<file path="config.mk">
export PLATFORM = sky130hd
export DESIGN_NAME = skew_feeder_bank_flat
export DESIGN_NICKNAME = d
export VERILOG_FILES = /design/src/rtl/skew_pkg.sv /design/src/rtl/skew_feeder_bank_if.sv /design/src/rtl/valid_delay_line.sv /design/src/rtl/skew_feeder_bank.sv /design/src/flat_wrapper.sv
export SDC_FILE = /design/constraint.sdc
export NUM_CORES = 1
export LEC_CHECK = 0
export ABC_AREA = 1
export ABC_CLOCK_PERIOD_IN_PS = 1450
export CORE_MARGIN = 2
export CORE_UTILIZATION = 45
export CTS_CLUSTER_SIZE = 24
export DETAILED_ROUTE_END_ITERATION = 8
export PLACE_DENSITY_LB_ADDON = 0.3
export SETUP_SLACK_MARGIN = 0.5
export SYNTH_ARGS = -nofsm -noshare
export SYNTH_HDL_FRONTEND = slang
export SYNTH_SLANG_ARGS = --single-unit
export TNS_END_PERCENT = 30
</file>
<file path="constraint.sdc">
create_clock -name clk -period 1.45 [get_ports clk]
set_input_delay 0.29 -clock clk [delete_from_list [all_inputs] [get_ports clk]]
set_output_delay 0.29 -clock clk [all_outputs]
set_load 0.01 [all_outputs]
</file>
<file path="src/rtl/skew_pkg.sv">
// Shared types and helpers for the skew feeder bank: FSM state encoding and
// the deepest channel delay used to size the drain.
package skew_pkg;

    typedef enum logic [1:0] {
        IDLE,
        STREAM,
        DRAIN
    } skew_state_t;

    // Channel c is delayed by base_depth + c, so the last channel sets the drain length.
    function automatic int skew_max_depth(input int base_depth, input int channels);
        return base_depth + channels - 1;
    endfunction

endpackage

</file>
<file path="src/rtl/skew_feeder_bank_if.sv">
// Vector handshake and skewed output bus of the skew feeder bank.
// out_ready exists only when SKEW_BACKPRESSURE_EN is defined.
interface skew_feeder_bank_if #(
    parameter int DATA_WIDTH = 8,
    parameter int CHANNELS   = 4
);
    logic                           in_valid;
    logic                           in_ready;
    logic                           in_last;
    logic [CHANNELS*DATA_WIDTH-1:0] data_i;
    logic [CHANNELS*DATA_WIDTH-1:0] data_o;
    logic [CHANNELS-1:0]            valid_o;
    logic                           tile_done;
`ifdef SKEW_BACKPRESSURE_EN
    logic                           out_ready;

    modport master (
        output in_valid, in_last, data_i, out_ready,
        input  in_ready, data_o, valid_o, tile_done
    );
    modport slave (
        input  in_valid, in_last, data_i, out_ready,
        output in_ready, data_o, valid_o, tile_done
    );
`else
    modport master (
        output in_valid, in_last, data_i,
        input  in_ready, data_o, valid_o, tile_done
    );
    modport slave (
        input  in_valid, in_last, data_i,
        output in_ready, data_o, valid_o, tile_done
    );
`endif
endinterface

</file>
<file path="src/rtl/valid_delay_line.sv">
// Fixed-depth shift chain of {valid, data} stages for one skewed channel.
// All stages advance together on shift and hold otherwise.
module valid_delay_line #(
    parameter int DATA_WIDTH = 8,
    parameter int DEPTH      = 1
) (
    input  logic                  clk,
    input  logic                  reset_n,
    input  logic                  sync_clear,
    input  logic                  shift,
    input  logic                  valid_i,
    input  logic [DATA_WIDTH-1:0] data_i,
    output logic                  valid_o,
    output logic [DATA_WIDTH-1:0] data_o
);

    logic [DEPTH-1:0]                 r_valid;
    logic [DEPTH-1:0][DATA_WIDTH-1:0] r_data;

    // NOTE: the data stages are cleared along with the valid bits because zero
    // data on the output is part of the observable reset/clear state.
    // NOTE: non-blocking assignments let every stage read its predecessor's
    // old value in the same edge, which is what makes this a shift register.
    always_ff @(posedge clk) begin
        if (!reset_n || sync_clear) begin
            r_valid <= '0;
            r_data  <= '0;
        end else if (shift) begin
            r_valid[0] <= valid_i;
            r_data[0]  <= data_i;
            for (int i = 1; i < DEPTH; i++) begin
                r_valid[i] <= r_valid[i-1];
                r_data[i]  <= r_data[i-1];
            end
        end
    end

    assign valid_o = r_valid[DEPTH-1];
    assign data_o  = r_data[DEPTH-1];

endmodule

</file>
<file path="src/rtl/skew_feeder_bank.sv">
// Skewing input buffer for the systolic array: channel c is delayed by
// BASE_DEPTH + c steps, and each tile is flushed with zeros after its last vector.
// Optional feature macro: SKEW_BACKPRESSURE_EN (adds out_ready stall control).
module skew_feeder_bank
    import skew_pkg::*;
#(
    parameter int DATA_WIDTH = 8,
    parameter int CHANNELS   = 4,
    parameter int BASE_DEPTH = 1
) (
    input  logic               clk,
    input  logic               reset_n,
    input  logic               sync_clear,
    skew_feeder_bank_if.slave  bus
);

    localparam int MAXD  = skew_max_depth(BASE_DEPTH, CHANNELS);
    localparam int CNT_W = $clog2(MAXD + 1);

    skew_state_t                    r_state;
    skew_state_t                    w_state_nxt;
    logic [CNT_W-1:0]               r_drain_cnt;
    logic [CNT_W-1:0]               w_drain_cnt_nxt;
    logic                           r_tile_done;
    logic                           w_tile_done_nxt;

    logic                           w_step_ok;
    logic                           w_in_ready;
    logic                           w_accept;
    logic                           w_shift;
    logic [CHANNELS*DATA_WIDTH-1:0] w_inject_data;

`ifdef SKEW_BACKPRESSURE_EN
    assign w_step_ok = bus.out_ready;
`else
    assign w_step_ok = 1'b1;
`endif

    assign w_in_ready    = reset_n & w_step_ok & (r_state != DRAIN);
    assign w_accept      = bus.in_valid & w_in_ready;
    assign w_shift       = w_step_ok & (w_accept | (r_state == DRAIN));
    // Outside an accept the only shifts are drain steps, which inject zeros.
    assign w_inject_data = w_accept ? bus.data_i : '0;

    assign bus.in_ready  = w_in_ready;
    assign bus.tile_done = r_tile_done;

    always_ff @(posedge clk) begin
        if (!reset_n || sync_clear) begin
            r_state     <= IDLE;
            r_drain_cnt <= '0;
            r_tile_done <= 1'b0;
        end else begin
            r_state     <= w_state_nxt;
            r_drain_cnt <= w_drain_cnt_nxt;
            r_tile_done <= w_tile_done_nxt;
        end
    end

    // NOTE: every output of this block is given a default first, so no path
    // through the case leaves a signal unassigned and no latch is inferred.
    always_comb begin
        w_state_nxt     = r_state;
        w_drain_cnt_nxt = r_drain_cnt;
        w_tile_done_nxt = 1'b0;
        case (r_state)
            IDLE, STREAM: begin
                if (w_accept) begin
                    w_state_nxt = bus.in_last ? DRAIN : STREAM;
                end
            end
            DRAIN: begin
                if (w_shift) begin
                    if (r_drain_cnt == CNT_W'(MAXD - 1)) begin
                        w_state_nxt     = IDLE;
                        w_drain_cnt_nxt = '0;
                        w_tile_done_nxt = 1'b1;
                    end else begin
                        w_drain_cnt_nxt = r_drain_cnt + CNT_W'(1);
                    end
                end
            end
            default: w_state_nxt = IDLE;
        endcase
    end

    for (genvar c = 0; c < CHANNELS; c++) begin : g_ch
        valid_delay_line #(
            .DATA_WIDTH (DATA_WIDTH),
            .DEPTH      (BASE_DEPTH + c)
        ) u_line (
            .clk        (clk),
            .reset_n    (reset_n),
            .sync_clear (sync_clear),
            .shift      (w_shift),
            .valid_i    (w_accept),
            .data_i     (w_inject_data[c*DATA_WIDTH +: DATA_WIDTH]),
            .valid_o    (bus.valid_o[c]),
            .data_o     (bus.data_o[c*DATA_WIDTH +: DATA_WIDTH])
        );
    end

endmodule

</file>
<file path="src/flat_wrapper.sv">
// flat-port wrapper written by rule: the top's interface ports become plain ports
module skew_feeder_bank_flat import skew_pkg::*;
#(
    parameter int DATA_WIDTH = 8,
    parameter int CHANNELS   = 4,
    parameter int BASE_DEPTH = 1
)
  (clk, reset_n, sync_clear, bus_in_valid, bus_in_last, bus_data_i, bus_in_ready, bus_data_o, bus_valid_o, bus_tile_done);
  skew_feeder_bank_if #(.DATA_WIDTH(DATA_WIDTH), .CHANNELS(CHANNELS)) bus_i ();
  input  logic clk;
  input  logic reset_n;
  input  logic sync_clear;
  input wire logic [$bits(bus_i.in_valid)-1:0] bus_in_valid;
  input wire logic [$bits(bus_i.in_last)-1:0] bus_in_last;
  input wire logic [$bits(bus_i.data_i)-1:0] bus_data_i;
  output wire logic [$bits(bus_i.in_ready)-1:0] bus_in_ready;
  output wire logic [$bits(bus_i.data_o)-1:0] bus_data_o;
  output wire logic [$bits(bus_i.valid_o)-1:0] bus_valid_o;
  output wire logic [$bits(bus_i.tile_done)-1:0] bus_tile_done;
  assign bus_i.in_valid = bus_in_valid;
  assign bus_i.in_last = bus_in_last;
  assign bus_i.data_i = bus_data_i;
  assign bus_in_ready = bus_i.in_ready;
  assign bus_data_o = bus_i.data_o;
  assign bus_valid_o = bus_i.valid_o;
  assign bus_tile_done = bus_i.tile_done;
  skew_feeder_bank #(.DATA_WIDTH(DATA_WIDTH), .CHANNELS(CHANNELS), .BASE_DEPTH(BASE_DEPTH)) u_core (.clk(clk), .reset_n(reset_n), .sync_clear(sync_clear), .bus(bus_i));
endmodule
</file>
# Word level (Yosys, flattened, before mapping)
# Index checks and enable logic that the tools add are counted.
[classes]
addsub = 1
n_eq_ne = 7
n_mux = 8
bitwise = 5
n_reduce_logical = 7
[op_table]
columns = ["op", "count"]
rows = [
  ["32-bit 2-to-1 mux", 1],
  ["2-bit 2-to-1 mux", 4],
  ["2-bit != test (second input constant)", 4],
  ["2-bit case mux with 2 select lines", 1],
  ["3-bit by 1-bit adder with 3-bit output (second input constant)", 1],
  ["3-bit by 2-bit equality test with 1-bit output (second input constant)", 1],
  ["3-bit 2-to-1 mux", 1],
  ["3-bit AND reduction", 1],
  ["3-bit OR reduction", 1],
  ["1-bit AND", 2],
  ["2-bit by 1-bit equality test with 1-bit output (second input constant)", 1],
  ["2-bit equality test (second input constant)", 1],
  ["2-bit logical NOT", 1],
  ["1-bit inverter", 2],
  ["2-bit AND reduction", 1],
  ["2-bit OR reduction", 1],
  ["1-bit logical NOT", 1],
  ["1-bit logical OR", 1],
  ["1-bit 2-to-1 mux", 1],
  ["1-bit bitwise OR", 1],
]
[totals]
regBits = 96
input_bits = 37
output_inout_bits = 38
wordCells = 45

# Logic depth before layout (Yosys ltp)
# Gate-level depths: netlist (run 1).
[logic_depth]
ltp_word = 6
ltp_mapped = 8
depth_no_buf = 6

# Cells and area by module
# From an unflattened synthesis (run 1), not the netlist that was laid out.
[unflattened]
hier_cells = 525
hier_area_um2 = 4404.2
[by_module_without_submodules]
columns = ["mod", "instances", "cells_each", "area_each_um2", "seq_area_each_um2"]
rows = [
  ["valid_delay_line (u_core.g_ch[3].u_line)", 1, 165, 1560.2, 720.7],
  ["valid_delay_line (u_core.g_ch[2].u_line)", 1, 126, 1177.4, 540.5],
  ["valid_delay_line (u_core.g_ch[1].u_line)", 1, 87, 783.3, 360.3],
  ["skew_feeder_bank", 1, 107, 568.0, 120.1],
  ["valid_delay_line (u_core.g_ch[0].u_line)", 1, 40, 315.3, 180.2],
]

# Worst setup path before layout (run 1)
# OpenSTA, ideal clock, no wires.
[synth_path]
path_type = "reg2reg"
from = "register u_core.r_state[1]"
to = "register u_core.g_ch[2].u_line.r_data (netlist bit u_core.g_ch[2].u_line.data_o[0])"
setup_time_ns = 0.113
arrival_time_ns = 1.121
required_ns = 1.337
path_slack_ns = 0.216
path_stages_with_launch = 8
path_buffers = 2
synth_period_minus_slack_ns = 1.234
path_cell_list = "dfxtp_1 nand2_1 o21ai_2 buf_4 buf_2 nand2_1 nand2_1 nor2_1"
[synth_between]
elab_chain_cells = 4
elab_cells_between_ends = 5
classes_between = "2 x eq/ne; 3 x bitwise"
[synth_lines]
columns = ["item", "line_no", "rtl"]
rows = [
  ["start, declared", "skew_feeder_bank.sv:20", "skew_state_t r_state;"],
  ["start signal, assigned", "skew_feeder_bank.sv:54", "r_state <= w_state_nxt;"],
  ["2-bit != test", "skew_feeder_bank.sv:39", "assign w_in_ready = reset_n & w_step_ok & (r_state != DRAIN);"],
  ["1-bit AND", "skew_feeder_bank.sv:39", ""],
  ["1-bit AND", "skew_feeder_bank.sv:40", "assign w_accept = bus.in_valid & w_in_ready;"],
  ["1-bit bitwise OR (*)", "skew_feeder_bank.sv:41", "assign w_shift = w_step_ok & (w_accept | (r_state == DRAIN));"],
  ["end signal, assigned by index", "valid_delay_line.sv:33", "r_data[i] <= r_data[i-1];"],
  ["end, declared", "valid_delay_line.sv:18", "logic [DEPTH-1:0][DATA_WIDTH-1:0] r_data;"],
]
# Mark *: on every way between the ends. The rest lies on a longest branch, timed or not.
# A chain may end at the register's enable or synchronous reset.

# Worst setup path after layout (run 1)
[layout_path]
from = "register u_core.r_state[1]"
to = "register u_core.g_ch[3].u_line.r_data (netlist bit u_core.g_ch[3].u_line.data_o[3])"
[layout_between]
elab_chain_cells = 4
elab_cells_between_ends = 5
classes_between = "2 x eq/ne; 3 x bitwise"
[layout_lines]
columns = ["item", "line_no"]
rows = [
  ["2-bit != test", "skew_feeder_bank.sv:39"],
  ["1-bit AND", "skew_feeder_bank.sv:39"],
  ["1-bit AND", "skew_feeder_bank.sv:40"],
  ["1-bit bitwise OR (*)", "skew_feeder_bank.sv:41"],
  ["end signal, assigned by index", "valid_delay_line.sv:33"],
  ["end, declared", "valid_delay_line.sv:18"],
]
# Marked as above.

==> impl_metrics.csv, run 1 <==
group,metric,value,unit
hold_path,hold_path_class,"reg -> reg",
finish,insertedDiodeCount,0,
timing,finalSetupViolations,0,
die,core,8300,um^2
critical_path,cp_slowest_stage_delay,0.34,ns
critical_path,cp_max_fo,5,
route,ant_nets,0,
power_and_ir_drop,ir_drop,589,uV
power_and_ir_drop,power_frac_clock,0.325,
synth,synth-edff-count,0,
die,die_x,97.0,um
die,fp-row-count,33,
synth,synthArstFlopShare,0,
finish,fillers,718,
synth,synth_area_per_cell,6.49,um^2
cts,clkLatencyLatePin,0.34,ns
critical_path,worstPathCellList,"buf_6 -> nand2_8 -> o21ai_4 -> buf_6 -> buf_12 -> buf_16 -> clkbuf_16 -> nor2_1 -> nor2_1",
timing,post-route-period-util,0.921,
timing,finClkSkew,0.00632,ns
synth,synth_cell_types,19,
cts,clock_path_buffers,2,
power_and_ir_drop,combPwrFrac,0.170,
die,die_h,97.0,um
synth,ys_seq_area_frac,0.463,
finish,layout_commonest_cell,"nor2_1",
synth,netlist_top_cells_area,"dfxtp_1 (46%), nor2_1 (23%), nand2_1 (10%)",
finish,fin_nets,719,
placement,placed_cells,752,
timing,hold_violations,0,
die,start_util,0.469,
placement,port_buffers,74,
die,io_pins,75,
synth,syn_nets,638,
timing,relSlewSlack,0.832,
run_status,status,"complete, no violations",
power_and_ir_drop,p_total,5130,uW
route,drtPass1Iterations,4,
critical_path,crit_required,1.69,ns
finish,utilization,0.670,
critical_path,cpMaxStageDelayCell,"dfxtp_2",
critical_path,cp_num_cells,9,
power_and_ir_drop,intPower,3820,uW
timing,finalMaxSlewViolations,0,
timing,worst-slew-pin-transition,0.251,ns
power_and_ir_drop,p_seq_frac,0.505,
flow_run,drv_cap,0,
critical_path,cp-endpoint,"u_core.g_ch[3].u_line.data_o[3]$_SDFFE_PP0P_",
critical_path,r2r_slack,0.11,ns
cts,clock_sinks,90,
cts,numCtsBuffers,9,
placement,place.gp.congestion,0.792,
route,via_per_inst,4.34,
critical_path,cp-end-kind,"flop",
finish,mostFrequentLayoutCells,"nor2_1 (212), nand2_1 (97), inv_1 (95)",
finish,drive_above_1_share,0.259,
die,dieArea,9410,um^2
global_route,antenna_found_initial,0,
critical_path,crit_buf_inv,5,
cts,clk_pin_slew,0.08,ns
critical_path,critPathArrivalTime,1.58,ns
timing,max_freq,749,MHz
global_route,track_usage,0.176,
power_and_ir_drop,p_sw,1300,uW
synth,synth_area,3890,um^2
synth,synth_top_area_frac,0.463,
synth,yosysTopAreaCell,"dfxtp_1",
timing,rsz0062_at_grt,"yes",
global_route,first_global_vias,3288,
synth,synth_warnings,0,
cts,clockRootBuffer,"clkbuf_8",
global_route,grt_max_degree,45,
route,via_count,3429,
critical_path,start_kind,"flop",
route,drt_iter0_drc,81,
critical_path,crit_start,"u_core.r_state[1]$_SDFFE_PP0P_",
finish,syn2layout_area_growth,42.9,%
power_and_ir_drop,switching_share,0.254,
critical_path,r2r_cells,9,
timing,fin_crit,1.34,ns
route,drcViolationCount,0,
cts,cts_tree,"done",
global_route,grt_remaining_overflow,0,
route,wire_per_inst,10.5,um
power_and_ir_drop,power_density,922,nW/um^2
synth,synth_ff_type,"dfxtp_1",
synth,synth-seq-cells,90,
cts,h-tree-depth,3,
power_and_ir_drop,p_leak,0.00245,uW
critical_path,critPathTopFamily,"buffers and inverters",
global_route,grt_first_pass_wirelength,13800,um
critical_path,rr_endpoint,"u_core.g_ch[3].u_line.data_o[3]$_SDFFE_PP0P_",
synth,synthCells,600,
finish,final_cells,791,
route,wl,8300,um
critical_path,crit_type,"reg -> reg",
placement,dp_hpwl,4970,um
critical_path,reg2reg_from,"u_core.r_state[1]$_SDFFE_PP0P_",
-- area by class of cell --
class / count / area [um^2] / area share
multi-input cells: 357 / 1530 / 0.275
flip-flops and latches: 90 / 1850 / 0.333
repair buffers: 124 / 1490 / 0.268
clock inverters: 4 / 52.6 / 0.00945
inverters: 99 / 374 / 0.0673
clock buffers: 12 / 135 / 0.0243
well taps: 105 / 131 / 0.0236
-- worst min path at each step --
stage | startpoint | cells after the start | to
after floorplan | u_core.r_drain_cnt[2]$_SDFFE_PP0N_ | 2 | u_core.r_drain_cnt[2]$_SDFFE_PP0N_
after global placement | u_core.r_drain_cnt[2]$_SDFFE_PP0N_ | 2 | u_core.r_drain_cnt[2]$_SDFFE_PP0N_
after detailed placement | u_core.r_drain_cnt[2]$_SDFFE_PP0N_ | 2 | u_core.r_drain_cnt[2]$_SDFFE_PP0N_
after CTS | reset_n | 5 | u_core.r_state[1]$_SDFFE_PP0P_
after global routing | reset_n | 5 | u_core.r_state[1]$_SDFFE_PP0P_
final | u_core.r_drain_cnt[2]$_SDFFE_PP0N_ | 2 | u_core.r_drain_cnt[2]$_SDFFE_PP0N_
-- logic make-up (layout without fill, tap and decap cells) --
kind of cell | Yosys count | in the layout | synth area share
adder cells (fa/ha/maj) | 1 | 1 | 0.00321
AO/OA/AOI/OAI | 7 | 7 | 0.0106
flip-flops | 90 | 90 | 0.463
AND/OR/NAND/NOR | 349 | 349 | 0.340
buffers and inverters | 153 | 239 | 0.183
-- flip-flops by register name (all words and copies together) (netlist names) --
name and flops:
u_core.bus.tile_done 1, u_core.r_drain_cnt 3, u_core.g_ch.u_line.r_valid 4, u_core.g_ch.u_line.r_data 48
u_core.g_ch.u_line.data_o 32, u_core.r_state 2
-- routing by layer --
metal / vias to the layer above / routed length [um] / part of all wire / track usage
li1: 1839 / - / - / -
met1: 1517 / 3620 / 0.44 / 0.203
met2: 69 / 4210 / 0.51 / 0.319
met3: 4 / 422 / 0.051 / 0.0491
met4: 0 / 47 / 0.0057 / 0.0455
met5: - / 0 / 0 / 0
-- synth_stat cells, drive strengths merged, types with 2 or more instances --
cell	instances
nand2	108
nor2	235
buf	47
a21oi	4
nand3	3
o21ai	2
inv	99
clkbuf	7
dfxtp	90
-- worst reg2reg max path: stages (launching register included) --
cell and delay [ns]:
dfxtp_2 0.34, buf_6 0.12, nand2_8 0.05, o21ai_4 0.07, buf_6 0.12, buf_12 0.12, buf_16 0.14, clkbuf_16 0.15
nor2_1 0.08, nor2_1 0.04
-- through the flow --
stage / setup slack, ns / setup TNS (ns) / hold WS [ns] / cell area, um^2
3_3_place_gp: -0.332 / -24.32 / 0.436 / 4760
4_1_cts: 0.108 / 0 / 0.450 / 5330
5_1_grt: 0.0453 / 0 / 0.449 / 5560
3_5_place_dp: -0.359 / -25.30 / 0.448 / 4760
2_1_floorplan: 0.381 / 0 / 0.422 / 3950
6_report: 0.115 / 0 / 0.459 / 5560
-- power groups by stage --
stage | Sequential, uW | Combinational [uW] | Clock, uW
floorplan | 2630 | 420 | 0
CTS | 2590 | 797 | 1700
finish | 2590 | 874 | 1660
detailed placement | 2630 | 685 | 0
global placement | 2630 | 674 | 0
global route | 2600 | 967 | 1810
-- timing repair --
action	in CTS	in global routing
hold buffers	0	0
endpoints found under the setup margin	128	128
pin swaps	3	11
resized for setup	244	40
gates cloned	4	5
buffers inserted	14	0
(Power assumes the default switching activity.)
==> run 2, diff against run 1 <==
--- a/config.mk
+++ b/config.mk
@@ -11,7 +11,7 @@
 export CORE_UTILIZATION = 45
 export CTS_CLUSTER_SIZE = 24
 export DETAILED_ROUTE_END_ITERATION = 8
-export PLACE_DENSITY_LB_ADDON = 0.3
+export PLACE_DENSITY = 0.71
 export SETUP_SLACK_MARGIN = 0.5
 export SYNTH_ARGS = -nofsm -noshare
 export SYNTH_HDL_FRONTEND = slang
==> constraint.sdc (replaced) <==
create_clock -name clk -period 1.45 [get_ports clk]
set_input_delay 0.29 -clock clk [delete_from_list [all_inputs] [get_ports clk]]
set_output_delay 0.29 -clock clk [all_outputs]
set_load 0.02 [all_outputs]
==> run 2 against run 1 <==
Fmax fell by 0.83%. Routed wire length rose by 2.6%. Register-to-register slack barely moved. Clock-buffer cell count fell by 3. Non-clock buffer count rose by 3. Utilization rose by 3.5 points. Via count rose by 1.9%. Sequential power barely moved. Setup slack got worse by 0.011 ns. Cell area rose by 5.3%. Hold slack got worse by 0.033 ns. Flip-flop and latch count did not move.
==> impl_metrics.csv, run 2 (synthesis results as in run 1) <==
group,metric,value,unit
finish,largest_register,"u_core.g_ch.u_line.r_data",
critical_path,crit_required,1.71,ns
power_and_ir_drop,p_total,5620,uW
die,io_pins,75,
route,drtPass1Iterations,4,
timing,rsz0062_at_grt,"yes",
route,via_count,3493,
route,ant_nets,0,
run_status,status,"complete, no violations",
critical_path,cp_max_fo,7,
finish,fillers,679,
global_route,antenna_found_initial,0,
power_and_ir_drop,p_sw,1410,uW
global_route,grt_use_met3,0.0549,
global_route,grt_first_pass_wirelength,12800,um
timing,whs,0.426,ns
global_route,track_usage,0.163,
power_and_ir_drop,power_frac_clock,0.366,
timing,worst-slew-pin-transition,0.272,ns
finish,syn2layout_area_growth,50.4,%
finish,largest_reg_flops,48,
die,start_util,0.469,
route,via_per_inst,4.40,
power_and_ir_drop,switching_share,0.250,
timing,finalSetupViolations,0,
finish,insertedDiodeCount,0,
global_route,met2_usage,0.294,
die,die_x,97.0,um
route,wl,8510,um
cts,h-tree-depth,3,
cts,clockRootBuffer,"clkbuf_8",
die,dieArea,9410,um^2
finish,multi_input_area,1680,um^2
cts,clkLatencyLatePin,0.35,ns
power_and_ir_drop,combPwrFrac,0.173,
global_route,grt_max_degree,32,
timing,finClkSkew,0.00881,ns
die,die_h,97.0,um
finish,layout_commonest_cell,"nor2_1",
route,drt_iter0_drc,70,
critical_path,cp_slowest_stage_delay,0.35,ns
die,core,8300,um^2
die,fp-row-count,33,
critical_path,cpMaxStageDelayCell,"dfxtp_2",
critical_path,worstPathCellList,"buf_6 -> nand2_8 -> o21ai_4 -> buf_12 -> buf_8 -> buf_12 -> nor2_1 -> nor2_1 -> nor2_1",
cts,cts_hold_buffers,0,
power_and_ir_drop,p_leak,0.00255,uW
critical_path,cp-end-kind,"flop",
placement,placed_cells,755,
cts,clk_pin_slew,0.10,ns
power_and_ir_drop,ir_drop,626,uV
timing,post-route-period-util,0.929,
power_and_ir_drop,intPower,4220,uW
critical_path,start_kind,"flop",
finish,final_cells,794,
timing,relSlewSlack,0.818,
power_and_ir_drop,p_seq_frac,0.461,
finish,fin_nets,722,
placement,dp_hpwl,4970,um
finish,mostFrequentLayoutCells,"nor2_1 (203), inv_1 (96), nand2_1 (73)",
global_route,first_global_vias,3143,
timing,fin_crit,1.35,ns
cts,clock_sinks,90,
timing,hold_violations,0,
route,drcViolationCount,0,
route,wire_per_inst,10.7,um
cts,numCtsBuffers,9,
placement,port_buffers,74,
finish,utilization,0.705,
critical_path,critPathArrivalTime,1.60,ns
timing,finalMaxSlewViolations,0,
finish,ff_latch_area,1850,um^2
finish,drive_above_1_share,0.316,
timing,max_freq,743,MHz
critical_path,crit_type,"reg -> reg",
placement,place.gp.congestion,0.803,
global_route,globalRoute.busiestLayer,"met2",
cts,cts_tree,"done",
cts,clock_path_buffers,2,
hold_path,hold_path_class,"in -> reg",
global_route,grt_remaining_overflow,0,
power_and_ir_drop,power_density,961,nW/um^2
global_route,grt_util_met1,0.178,
critical_path,cp_common_cell,"nor2_1",
flow_run,drv_cap,0,
run 2: worst paths after layout:
| check | start | end | slack, ns | depth (start not counted) |
|---|---|---|---|---|
| min | bus_in_valid | u_core.r_state[1]$_SDFFE_PP0P_ | 0.43 | 4 |
| max reg2reg | u_core.r_state[1]$_SDFFE_PP0P_ | u_core.g_ch[2].u_line.r_data[6]$_SDFFE_PP0P_ | 0.10 | 9 |
| max | u_core.r_state[1]$_SDFFE_PP0P_ | u_core.g_ch[2].u_line.r_data[6]$_SDFFE_PP0P_ | 0.10 | 9 |
| min reg2reg | u_core.r_drain_cnt[0]$_SDFFE_PP0N_ | u_core.r_drain_cnt[0]$_SDFFE_PP0N_ | 0.48 | 2 |
run 2: what timing repair did:
action                     in CTS  in global routing
setup endpoints to repair     128                128
setup buffers                  12                  3
gates cloned                    0                  8
resized for setup             273                 99
pin swaps                       3                 26
run 2: stage by stage:
step | TNS, ns | area, um^2 | setup WS, ns
floorplan | 0 | 3950 | 0.381
global placement | -25.46 | 4860 | -0.400
detailed placement | -27.48 | 4860 | -0.414
CTS | 0 | 5320 | 0.101
global route | 0 | 5850 | 0.0189
finish | 0 | 5850 | 0.103
run 2: layer usage:
layer | up-vias | part of all wire
li1 | 1851 | -
met1 | 1544 | 0.42
met2 | 85 | 0.51
met3 | 13 | 0.052
met4 | 0 | 0.019
met5 | - | 0
run 2: area by class of cell:
cell class	count	share of cell area
clock buffers	9	0.0212
clock inverters	7	0.0209
inverters	99	0.0635
multi-input cells	357	0.288
flip-flops and latches	90	0.316
well taps	105	0.0224
repair buffers	127	0.268
run 2: worst max-delay path: cells and delay by family (launching register included):
kind / cells / cell delay, ns
compound gates: 1 / 0.08
buf+inv: 4 / 0.53
flops: 1 / 0.35
simple gates: 4 / 0.30
run 2: power groups by stage:
| stage | logic, uW | clock network (uW) | registers (uW) |
|---|---|---|---|
| floorplan | 444 | 0 | 2630 |
| global placement | 731 | 0 | 2630 |
| detailed placement | 741 | 0 | 2630 |
| CTS | 786 | 2120 | 2590 |
| global route | 1060 | 2200 | 2600 |
| finish | 971 | 2060 | 2590 |
